<file path="src/rtl/axi_stream_strip_header_pkg.sv">
// Shared types and byte-lane helpers for the AXI-Stream header strip/insert blocks.
// Lane numbering: lane N-1 (MSB) carries the first byte; keep is contiguous from the MSB.
package axi_stream_strip_header_pkg;

    typedef enum logic [1:0] {
        S_CMD   = 2'd0,
        S_HEAD  = 2'd1,
        S_BODY  = 2'd2,
        S_FLUSH = 2'd3
    } state_e;

    localparam int MAX_BYTES = 64;

    // Keep mask with the top cnt lanes of an nbytes-wide beat set.
    function automatic logic [MAX_BYTES-1:0] lane_mask(input int nbytes, input int cnt);
        logic [MAX_BYTES-1:0] m;
        m = '0;
        for (int i = 0; i < MAX_BYTES; i++) begin
            m[i] = (i < nbytes) && (i >= nbytes - cnt);
        end
        return m;
    endfunction

    function automatic int keep_count(input logic [MAX_BYTES-1:0] keep);
        int n;
        n = 0;
        for (int i = 0; i < MAX_BYTES; i++) begin
            n += int'(keep[i]);
        end
        return n;
    endfunction

endpackage

</file>
<file path="src/rtl/axis_byte_shifter.sv">
// Realigns one beat: residual (top R lanes) joined with the first S bytes of the new beat.
// Combinational, zero latency; no flow control of its own.
// Also returns the new beat's remaining bytes moved to the top lanes as the next residual.
module axis_byte_shifter #(
    parameter int DATA_WD      = 32,
    parameter int DATA_BYTE_WD = DATA_WD / 8,
    parameter int SW           = 3
) (
    input  logic [DATA_WD-1:0]      res_dat,
    input  logic [DATA_BYTE_WD-1:0] res_keep,
    input  logic [DATA_WD-1:0]      in_dat,
    input  logic [DATA_BYTE_WD-1:0] in_keep,
    input  logic [SW-1:0]           s,
    output logic [DATA_WD-1:0]      out_dat,
    output logic [DATA_BYTE_WD-1:0] out_keep,
    output logic [DATA_WD-1:0]      nxt_dat,
    output logic [DATA_BYTE_WD-1:0] nxt_keep
);
    localparam logic [SW-1:0] NB = SW'(DATA_BYTE_WD);

    logic [SW-1:0] r;

    // Residual lane count is fixed at N-S for every non-last beat.
    assign r        = NB - s;
    assign out_dat  = res_dat | (in_dat >> {r, 3'b000});
    assign out_keep = res_keep | (in_keep >> r);
    assign nxt_dat  = in_dat << {s, 3'b000};
    assign nxt_keep = in_keep << s;

endmodule

</file>
<file path="src/rtl/axi_stream_strip_header.sv">
// Strips the first S=byte_strip_cnt+1 bytes of each packet; AXI_STREAM_STRIP_HEADER_OUT_EN exposes them.
// Latency: one cycle (registered output); a packet with V>S bytes in its last beat adds one flush beat.
// Backpressure: ready_in follows the output register (full throughput); ready_strip only between packets.
module axi_stream_strip_header
    import axi_stream_strip_header_pkg::*;
#(
    parameter int DATA_WD      = 32,
    parameter int DATA_BYTE_WD = DATA_WD / 8,
    parameter int BYTE_CNT_WD  = $clog2(DATA_BYTE_WD)
) (
    input  logic                    clk,
    input  logic                    rst_n,
    input  logic                    valid_in,
    output logic                    ready_in,
    input  logic                    last_in,
    input  logic [DATA_WD-1:0]      data_in,
    input  logic [DATA_BYTE_WD-1:0] keep_in,
    output logic                    valid_out,
    input  logic                    ready_out,
    output logic                    last_out,
    output logic [DATA_WD-1:0]      data_out,
    output logic [DATA_BYTE_WD-1:0] keep_out,
`ifdef AXI_STREAM_STRIP_HEADER_OUT_EN
    output logic                    valid_header,
    output logic [DATA_WD-1:0]      data_header,
    output logic [DATA_BYTE_WD-1:0] keep_header,
`endif
    input  logic                    valid_strip,
    output logic                    ready_strip,
    input  logic [BYTE_CNT_WD-1:0]  byte_strip_cnt
);
    localparam int SW = BYTE_CNT_WD + 1;

    state_e                  state_q, state_d;
    logic [SW-1:0]           s_q, s_d;
    logic [DATA_WD-1:0]      res_dat_q, res_dat_d;
    logic [DATA_BYTE_WD-1:0] res_keep_q, res_keep_d;
    logic                    out_vld_q, out_vld_d;
    logic                    out_last_q, out_last_d;
    logic [DATA_WD-1:0]      out_dat_q, out_dat_d;
    logic [DATA_BYTE_WD-1:0] out_keep_q, out_keep_d;

    logic [DATA_WD-1:0]      din_m, sh_dat, nxt_dat;
    logic [DATA_BYTE_WD-1:0] sh_keep, nxt_keep;
    logic                    out_free, in_acc;

    function automatic logic [DATA_WD-1:0] keep_to_bytes(input logic [DATA_BYTE_WD-1:0] k);
        logic [DATA_WD-1:0] m;
        m = '0;
        for (int i = 0; i < DATA_BYTE_WD; i++) begin
            m[i*8 +: 8] = {8{k[i]}};
        end
        return m;
    endfunction

    // Lanes outside keep are zeroed on entry so every downstream shift stays clean.
    assign din_m       = data_in & keep_to_bytes(keep_in);
    assign out_free    = !out_vld_q || ready_out;
    assign ready_in    = ((state_q == S_HEAD) || (state_q == S_BODY)) && out_free;
    assign in_acc      = valid_in && ready_in;
    assign ready_strip = (state_q == S_CMD);

    assign valid_out = out_vld_q;
    assign last_out  = out_last_q;
    assign data_out  = out_dat_q;
    assign keep_out  = out_keep_q;

    axis_byte_shifter #(
        .DATA_WD      (DATA_WD),
        .DATA_BYTE_WD (DATA_BYTE_WD),
        .SW           (SW)
    ) u_shifter (
        .res_dat  (res_dat_q),
        .res_keep (res_keep_q),
        .in_dat   (din_m),
        .in_keep  (keep_in),
        .s        (s_q),
        .out_dat  (sh_dat),
        .out_keep (sh_keep),
        .nxt_dat  (nxt_dat),
        .nxt_keep (nxt_keep)
    );

`ifdef AXI_STREAM_STRIP_HEADER_OUT_EN
    logic                    hdr_vld_q, hdr_vld_d;
    logic [DATA_WD-1:0]      hdr_dat_q, hdr_dat_d;
    logic [DATA_BYTE_WD-1:0] hdr_keep_q, hdr_keep_d;
    logic [MAX_BYTES-1:0]    s_mask_full;
    logic [DATA_BYTE_WD-1:0] s_keep;

    assign s_mask_full  = lane_mask(DATA_BYTE_WD, int'(s_q));
    assign s_keep       = s_mask_full[DATA_BYTE_WD-1:0];
    assign valid_header = hdr_vld_q;
    assign data_header  = hdr_dat_q;
    assign keep_header  = hdr_keep_q;
`endif

    always_comb begin
        state_d    = state_q;
        s_d        = s_q;
        res_dat_d  = res_dat_q;
        res_keep_d = res_keep_q;
        out_vld_d  = out_vld_q && !ready_out;
        out_last_d = out_last_q;
        out_dat_d  = out_dat_q;
        out_keep_d = out_keep_q;
`ifdef AXI_STREAM_STRIP_HEADER_OUT_EN
        hdr_vld_d  = 1'b0;
        hdr_dat_d  = hdr_dat_q;
        hdr_keep_d = hdr_keep_q;
`endif
        unique case (state_q)
            S_CMD: begin
                if (valid_strip) begin
                    s_d     = SW'(byte_strip_cnt) + SW'(1);
                    state_d = S_HEAD;
                end
            end
            S_HEAD: begin
                if (in_acc) begin
                    res_dat_d  = nxt_dat;
                    res_keep_d = nxt_keep;
`ifdef AXI_STREAM_STRIP_HEADER_OUT_EN
                    hdr_vld_d  = 1'b1;
                    hdr_dat_d  = din_m & keep_to_bytes(s_keep);
                    hdr_keep_d = s_keep;
`endif
                    if (!last_in) begin
                        state_d = S_BODY;
                    end else begin
                        state_d = S_CMD;
                        // Single-beat packet longer than S: its tail is the whole output.
                        if (|nxt_keep) begin
                            out_vld_d  = 1'b1;
                            out_dat_d  = nxt_dat;
                            out_keep_d = nxt_keep;
                            out_last_d = 1'b1;
                        end
                    end
                end
            end
            S_BODY: begin
                if (in_acc) begin
                    out_vld_d  = 1'b1;
                    out_dat_d  = sh_dat;
                    out_keep_d = sh_keep;
                    out_last_d = last_in && !(|nxt_keep);
                    res_dat_d  = nxt_dat;
                    res_keep_d = nxt_keep;
                    if (last_in) begin
                        state_d = (|nxt_keep) ? S_FLUSH : S_CMD;
                    end
                end
            end
            S_FLUSH: begin
                if (out_free) begin
                    out_vld_d  = 1'b1;
                    out_dat_d  = res_dat_q;
                    out_keep_d = res_keep_q;
                    out_last_d = 1'b1;
                    state_d    = S_CMD;
                end
            end
            default: state_d = S_CMD;
        endcase
    end

    always_ff @(posedge clk or negedge rst_n) begin
        if (!rst_n) begin
            state_q    <= S_CMD;
            s_q        <= '0;
            res_dat_q  <= '0;
            res_keep_q <= '0;
            out_vld_q  <= 1'b0;
            out_last_q <= 1'b0;
            out_dat_q  <= '0;
            out_keep_q <= '0;
`ifdef AXI_STREAM_STRIP_HEADER_OUT_EN
            hdr_vld_q  <= 1'b0;
            hdr_dat_q  <= '0;
            hdr_keep_q <= '0;
`endif
        end else begin
            state_q    <= state_d;
            s_q        <= s_d;
            res_dat_q  <= res_dat_d;
            res_keep_q <= res_keep_d;
            out_vld_q  <= out_vld_d;
            out_last_q <= out_last_d;
            out_dat_q  <= out_dat_d;
            out_keep_q <= out_keep_d;
`ifdef AXI_STREAM_STRIP_HEADER_OUT_EN
            hdr_vld_q  <= hdr_vld_d;
            hdr_dat_q  <= hdr_dat_d;
            hdr_keep_q <= hdr_keep_d;
`endif
        end
    end

endmodule

</file>
<file path="config.mk">
export PLATFORM = sky130hd
export DESIGN_NAME = axi_stream_strip_header
export DESIGN_NICKNAME = d
export VERILOG_FILES = /design/src/rtl/axi_stream_strip_header_pkg.sv /design/src/rtl/axis_byte_shifter.sv /design/src/rtl/axi_stream_strip_header.sv
export SDC_FILE = /design/constraint.sdc
export NUM_CORES = 1
export LEC_CHECK = 0
export ABC_CLOCK_PERIOD_IN_PS = 2970
export CAP_MARGIN = 10
export CORE_MARGIN = 4
export CORE_UTILIZATION = 54
export CTS_CLUSTER_SIZE = 30
export DETAILED_ROUTE_END_ITERATION = 10
export PLACE_DENSITY_LB_ADDON = 0.05
export SETUP_SLACK_MARGIN = 0.02
export SYNTH_ARGS = -nofsm -noshare
export SYNTH_HDL_FRONTEND = slang
export SYNTH_SLANG_ARGS = --single-unit
</file>
<file path="constraint.sdc">
create_clock -name clk -period 2.97 [get_ports clk]
set_input_delay 0.297 -clock clk [delete_from_list [all_inputs] [get_ports clk]]
set_output_delay 0.297 -clock clk [all_outputs]
set_load 0.01 [all_outputs]
</file>
==> flow_summary.json <==
{
  "status": "complete, no violations",
  "start_util_pct": 56.31,
  "cp_num_buf_inv": 2,
  "first_iter_violations": 361,
  "critical_path.top_delay_family": "buffers and inverters",
  "placement.io_buffers": 83,
  "crit_arrival_ps": 2860,
  "critical_path_cell_count": 7,
  "overflow": 0,
  "path_max_fanout": 66,
  "relSlewSlack_pct": 32.50,
  "cts_buffers": 9,
  "worst_setup_path_start_kind": "flip-flop",
  "wl_per_cell_um": 20.65,
  "synth_cells": 528,
  "clk_pin_slew_ps": 90,
  "track_usage_pct": 27.06,
  "fin_util_pct": 69.29,
  "crit_path_start": "s_q[0]$_DFFE_PN0P_",
  "fin_setup_tns_ps": 0,
  "place_hpwl_um": 10420,
  "rrSetupSlack_ps": 350,
  "intPower_mw": 3.823,
  "grt_pass1_vias": 4496,
  "finClkSkew_ps": 14.44,
  "cpMostUsedCell": "buf_4",
  "setup_viol": 0,
  "cts.sinks": 79,
  "ios": 84,
  "slowest_delay_ps": 490,
  "final_max_slew_viol_count": 0,
  "ys_seq_elements": 79,
  "reg2reg_depth": 7,
  "fin_nets": 643,
  "cts-root-buf": "clkbuf_8",
  "power_frac_comb_pct": 58.1,
  "cp.required_ps": 3210,
  "critPathCapture": "data_out[20]$_DFFE_PN0P_",
  "worstReg2RegEnd": "data_out[20]$_DFFE_PN0P_",
  "ys_warn_count": 0,
  "drtPass1Iterations": 5,
  "coreArea_um2": 8848,
  "hp-class": "in2async",
  "clkPwrFrac_pct": 15.6,
  "dieArea_um2": 10830,
  "max_clock_freq_mhz": 381.0,
  "gp_congestion": 0.9442,
  "pwr-share-seq_pct": 26.3,
  "path_cells": "buf_4 > mux2i_1 > a2bb2oi_2 > o311ai_2 > o21ba_2 > buf_4 > mux2_4",
  "viasPerCell": 6.323,
  "final_layout_size_suffix_gt1_share_pct": 14.55,
  "synth_area_per_cell_um2": 9.436,
  "tightest_slew_ps": 1013,
  "ir_drop_mv": 0.8017,
  "critPathKind": "reg2reg",
  "crit_slowest_cell": "buf_4",
  "hold_buffers": 0,
  "chipHeight_um": 104.1,
  "synthFlopType": "dfrtp_1",
  "fillCellCount": 697,
  "p_per_area_nw_per_um2": 1057,
  "cts_setup_buffers": 0,
  "finalCriticalPeriod_ps": 2625,
  "drc_errors": 0,
  "p_leak_nw": 2.618,
  "reg2reg_from": "s_q[0]$_DFFE_PN0P_",
  "maxCapViolations": 0,
  "vias": 4464,
  "synth-async-reset-ratio_pct": 100.0,
  "diodes": 0,
  "ys_seq_area_share_pct": 39.68,
  "rsz0062_at_grt": "no",
  "clk_latency_ps": 350,
  "clock_path_buffers": 2,
  "p_switching_mw": 2.655,
  "antenna_found_initial": 0,
  "netlist_area_um2": 4982,
  "grt_max_degree": 80,
  "drtAntennaViolNets": 0,
  "worstSetupEndpointType": "flip-flop",
  "p_sw_share_pct": 40.98,
  "cts_resized": 0,
  "wl_um": 14580,
  "hold_viol": 0,
  "fp.dieW_um": 104.1,
  "synth_edf_count": 0,
  "fp-row-count": 34,
  "tritoncts": "built",
  "syn_nets": 578,
  "fin_crit_sh_pct": 88.37,
  "synth.distinct_cells": 47,
  "cts_max_level": 3,
  "synthToLayoutAreaGrowth_pct": 23.05,
  "grt_pass1_wl_um": 23810
}
==> worst register-to-register path, stage by stage (launching register included) <==
cell	delay (ps)
dfrtp_2	420
buf_4	490
mux2i_1	330
a2bb2oi_2	230
o311ai_2	200
o21ba_2	260
buf_4	240
mux2_4	350
==> cell usage after synthesis (2+ instances only) <==
| master | number | area (um2) |
|---|---|---|
| buf_1 | 3 | 11.26 |
| and2_1 | 4 | 25.02 |
| inv_1 | 7 | 26.28 |
| nand3_1 | 17 | 85.08 |
| a211o_1 | 2 | 17.52 |
| buf_4 | 2 | 15.01 |
| mux2i_1 | 10 | 100.1 |
| o21ai_0 | 69 | 345.3 |
| ha_1 | 6 | 75.07 |
| a22oi_1 | 16 | 120.1 |
| and3_1 | 10 | 62.56 |
| mux2_4 | 30 | 450.4 |
| a21o_1 | 9 | 67.56 |
| a2111oi_0 | 9 | 78.83 |
| o31ai_1 | 2 | 15.01 |
| a221o_1 | 9 | 90.09 |
| o2bb2ai_1 | 13 | 113.9 |
| buf_2 | 9 | 45.04 |
| mux2_2 | 10 | 112.6 |
| nand2_1 | 93 | 349.1 |
| a211oi_1 | 3 | 22.52 |
| nand3b_1 | 8 | 60.06 |
| clkbuf_1 | 28 | 105.1 |
| clkbuf_2 | 2 | 10.01 |
| a21oi_1 | 6 | 30.03 |
| nor3_1 | 2 | 10.01 |
| dfrtp_1 | 79 | 1977 |
| o32a_1 | 2 | 20.02 |
| a21bo_2 | 3 | 30.03 |
| nor2b_1 | 4 | 25.02 |
| buf_6 | 4 | 45.04 |
| nand2b_1 | 13 | 81.33 |
| a2bb2oi_1 | 8 | 70.07 |
| o221ai_1 | 18 | 157.7 |
| nor2_1 | 6 | 22.52 |
==> routing by layer <==
layer | share of wire [%] | track usage, %
met5 | 0 | 0
met4 | 2.1 | 7.977
met3 | 7.2 | 5.214
met2 | 46 | 43.04
met1 | 44 | 37.62
==> cells in the final DEF, fill, tap and decap left out, drive strengths merged, types with 3 or more instances in the layout <==
cell type      instances
nand3b                 8
nand2                 93
dfrtp                 79
nor2b                  4
ha                     6
o221ai                18
o2bb2ai               13
a211oi                 3
a21bo                  3
a21oi                  6
mux2i                 10
bufinv                 3
a2111oi                9
o21ai                 69
a21o                   9
a221o                  9
a2bb2oi                9
nand3                 17
and2                   4
mux2                  40
clkdlybuf4s50         82
clkbuf                10
nand2b                13
and3                  10
inv                    9
buf                   20
nor2                   6
a22oi                 16
==> power groups by stage <==
stage / sequential (mW) / combinational (mW) / clock (mW)
6_report: 1.70 / 3.77 / 1.01
5_1_grt: 1.75 / 4.07 / 1.07
4_1_cts: 1.70 / 3.74 / 1.02
3_5_place_dp: 1.72 / 3.72 / 0
3_3_place_gp: 1.70 / 3.65 / 0
2_1_floorplan: 1.75 / 2.58 / 0
==> registers in the layout, indices dropped and copies added (netlist names) <==
signal      flops
last_out        1
valid_out       1
data_out       32
s_q             3
res_dat_q      32
keep_out        4
state_q         2
res_keep_q      4
==> worst min path at each step <==
stage,to,slack (ps)
floorplan,data_out[0]$_DFFE_PN0P_,1
global placement,res_keep_q[2]$_DFFE_PN0P_,460
detailed placement,res_dat_q[8]$_DFFE_PN0P_,470
CTS,data_out[31]$_DFFE_PN0P_,140
global route,data_out[29]$_DFFE_PN0P_,180
finish,data_out[31]$_DFFE_PN0P_,110
==> cell type report <==
| cell class | count | area, um2 | share of cell area (%) |
|---|---|---|---|
| tap | 108 | 135.1 | 2.204 |
| inverter | 8 | 30.03 | 0.4898 |
| timing repair buffer | 102 | 983.4 | 16.04 |
| multi-input combinational | 393 | 2751 | 44.88 |
| clock buffer | 10 | 137.6 | 2.245 |
| sequential | 79 | 1978 | 32.27 |
| clock inverter | 6 | 115.1 | 1.878 |
==> through the flow <==
stage / total power [mW] / hold slack [ps] / setup WS (ps) / instance area (um2) / cells
floorplan: 4.328 / 1.409 / 391.9 / 4982 / 528
global placement: 5.352 / 461.4 / 460.1 / 5878 / 690
detailed placement: 5.441 / 470.2 / 413.5 / 5878 / 690
CTS: 6.462 / 135.8 / 384.1 / 6131 / 706
global route: 6.894 / 179.0 / 156.7 / 6131 / 706
finish: 6.478 / 105.6 / 345.4 / 6131 / 706
==> cell families (layout without fill, tap and decap cells) <==
logic type,Yosys count,count (layout),synth area share (%)
adders and majority gates,6,6,1.507
xor gates and xnor gates,1,1,0.1758
and+or+nand+nor,161,161,15.14
buffers and inverters,56,126,5.248
AOI/OAI and AO/OA,175,175,24.94
muxes,50,50,13.31
DFF,79,79,39.68
Note: power is estimated with default switching activity, not from simulation.
==> variant: new RTL, same settings <==
`DATA_WD` is set to 32 in 2 places; all go to 16.
--- a/src/rtl/axis_byte_shifter.sv
+++ b/src/rtl/axis_byte_shifter.sv
@@ -3,5 +3,5 @@
 // Also returns the new beat's remaining bytes moved to the top lanes as the next residual.
 module axis_byte_shifter #(
-    parameter int DATA_WD      = 32,
+    parameter int DATA_WD      = 16,
     parameter int DATA_BYTE_WD = DATA_WD / 8,
     parameter int SW           = 3
--- a/src/rtl/axi_stream_strip_header.sv
+++ b/src/rtl/axi_stream_strip_header.sv
@@ -5,5 +5,5 @@
     import axi_stream_strip_header_pkg::*;
 #(
-    parameter int DATA_WD      = 32,
+    parameter int DATA_WD      = 16,
     parameter int DATA_BYTE_WD = DATA_WD / 8,
     parameter int BYTE_CNT_WD  = $clog2(DATA_BYTE_WD)
Ports: changed (5 resized); port bits go from 84 to 47. No check against the original RTL was run, so the function may have changed too.
==> variant against the original RTL <==
Total power shrank 60%. Fmax grew 14%. Sequential cell count shrank 37. Design area shrank 50%. Global-route usage shrank 6.9 points. Routed wire length shrank 60%. Via count shrank 56%. Sequential power shrank 45%. Synthesized area shrank 49%. Worst setup slack gained 0.32 ns. Non-clock buffer count shrank 48. Synthesized cell count shrank 53%.
==> variant: results (changes against the original RTL) <==
pg_comb_uw: 1300  # -66%
slowest_stage: "or2_2"
grt_pass1_wl_mm: 9.72  # -59%
p_leak_uw: 0.00135  # -48%
synth_cell_types: 38  # -19%
grt_pass1_vias: 1948  # -57%
grt_usage_pct: 20.2  # -6.9 points
finalNetCount: 322  # -50%
cp_data_arrival_time_ns: 2.48  # -0.38 ns
min_period_ns: 2.31  # -0.316 ns
syn-num-nets: 278  # -52%
ys_top_cells_by_area: "dfrtp_1, mux2_2, mux2_4"
r2r_setup_slack_ns: 0.66  # +0.32 ns
io_buffers: 46  # -45%
fillers: 367  # -47%
hold_ws_ns: 0.149  # +0.0436 ns
placed_area_um2: 3000  # -49%
ys_seq_area_share_pct: 41.7  # +2.1 points
dp_hpwl_mm: 4.26  # -59%
synth.top_cells.by_count: "dfrtp_1, nand2_1, a21oi_1"
p_seq_share_pct: 36.2  # +9.9 points
status: "finished clean"
drt-initial-drc-count: 118  # -67%
drive_above_1_share_pct: 16.2  # +1.6 points
power_uw: 2580  # -60%
viasPerCell: 5.78  # -8.6%
critPathLaunch: "state_q[0]$_DFFE_PN0P_"
## variant: changes by cell type in the layout (fill, tap and decap cells not counted), moves of 15 or more
cell,delta
a21oi_1,+15
clkdlybuf4s50_1,-37
dfrtp_1,-36
mux2_4,-21
nand2_1,-65
o21ai_0,-56
o221ai_1,-18
## variant: cell families after synthesis
kind of cell	synth area share [%]
mux	14.6
flops	41.7
compound gates	17.8
buf+inv	4.27
simple gates	19.1
fa+ha+maj	2.48
## variant: final cells by class
type | instances | area (µm²) | area share [%]
clock buffer | 6 | 82.6 | 2.67
inverter | 5 | 18.8 | 0.607
multi-input combinational | 184 | 1360 | 44.0
sequential | 42 | 1050 | 34.0
tap | 52 | 65.1 | 2.10
timing repair buffer | 54 | 515 | 16.7
## variant: layer usage
metal / part of all wire (%) / global-route usage (%) / vias up
li1: - / - / 982
met1: 50 / 30.2 / 949
met2: 46 / 31.4 / 50
met3: 4.1 / 2.84 / 2
met4: 0.33 / 3.80 / 0
met5: 0 / 0 / -
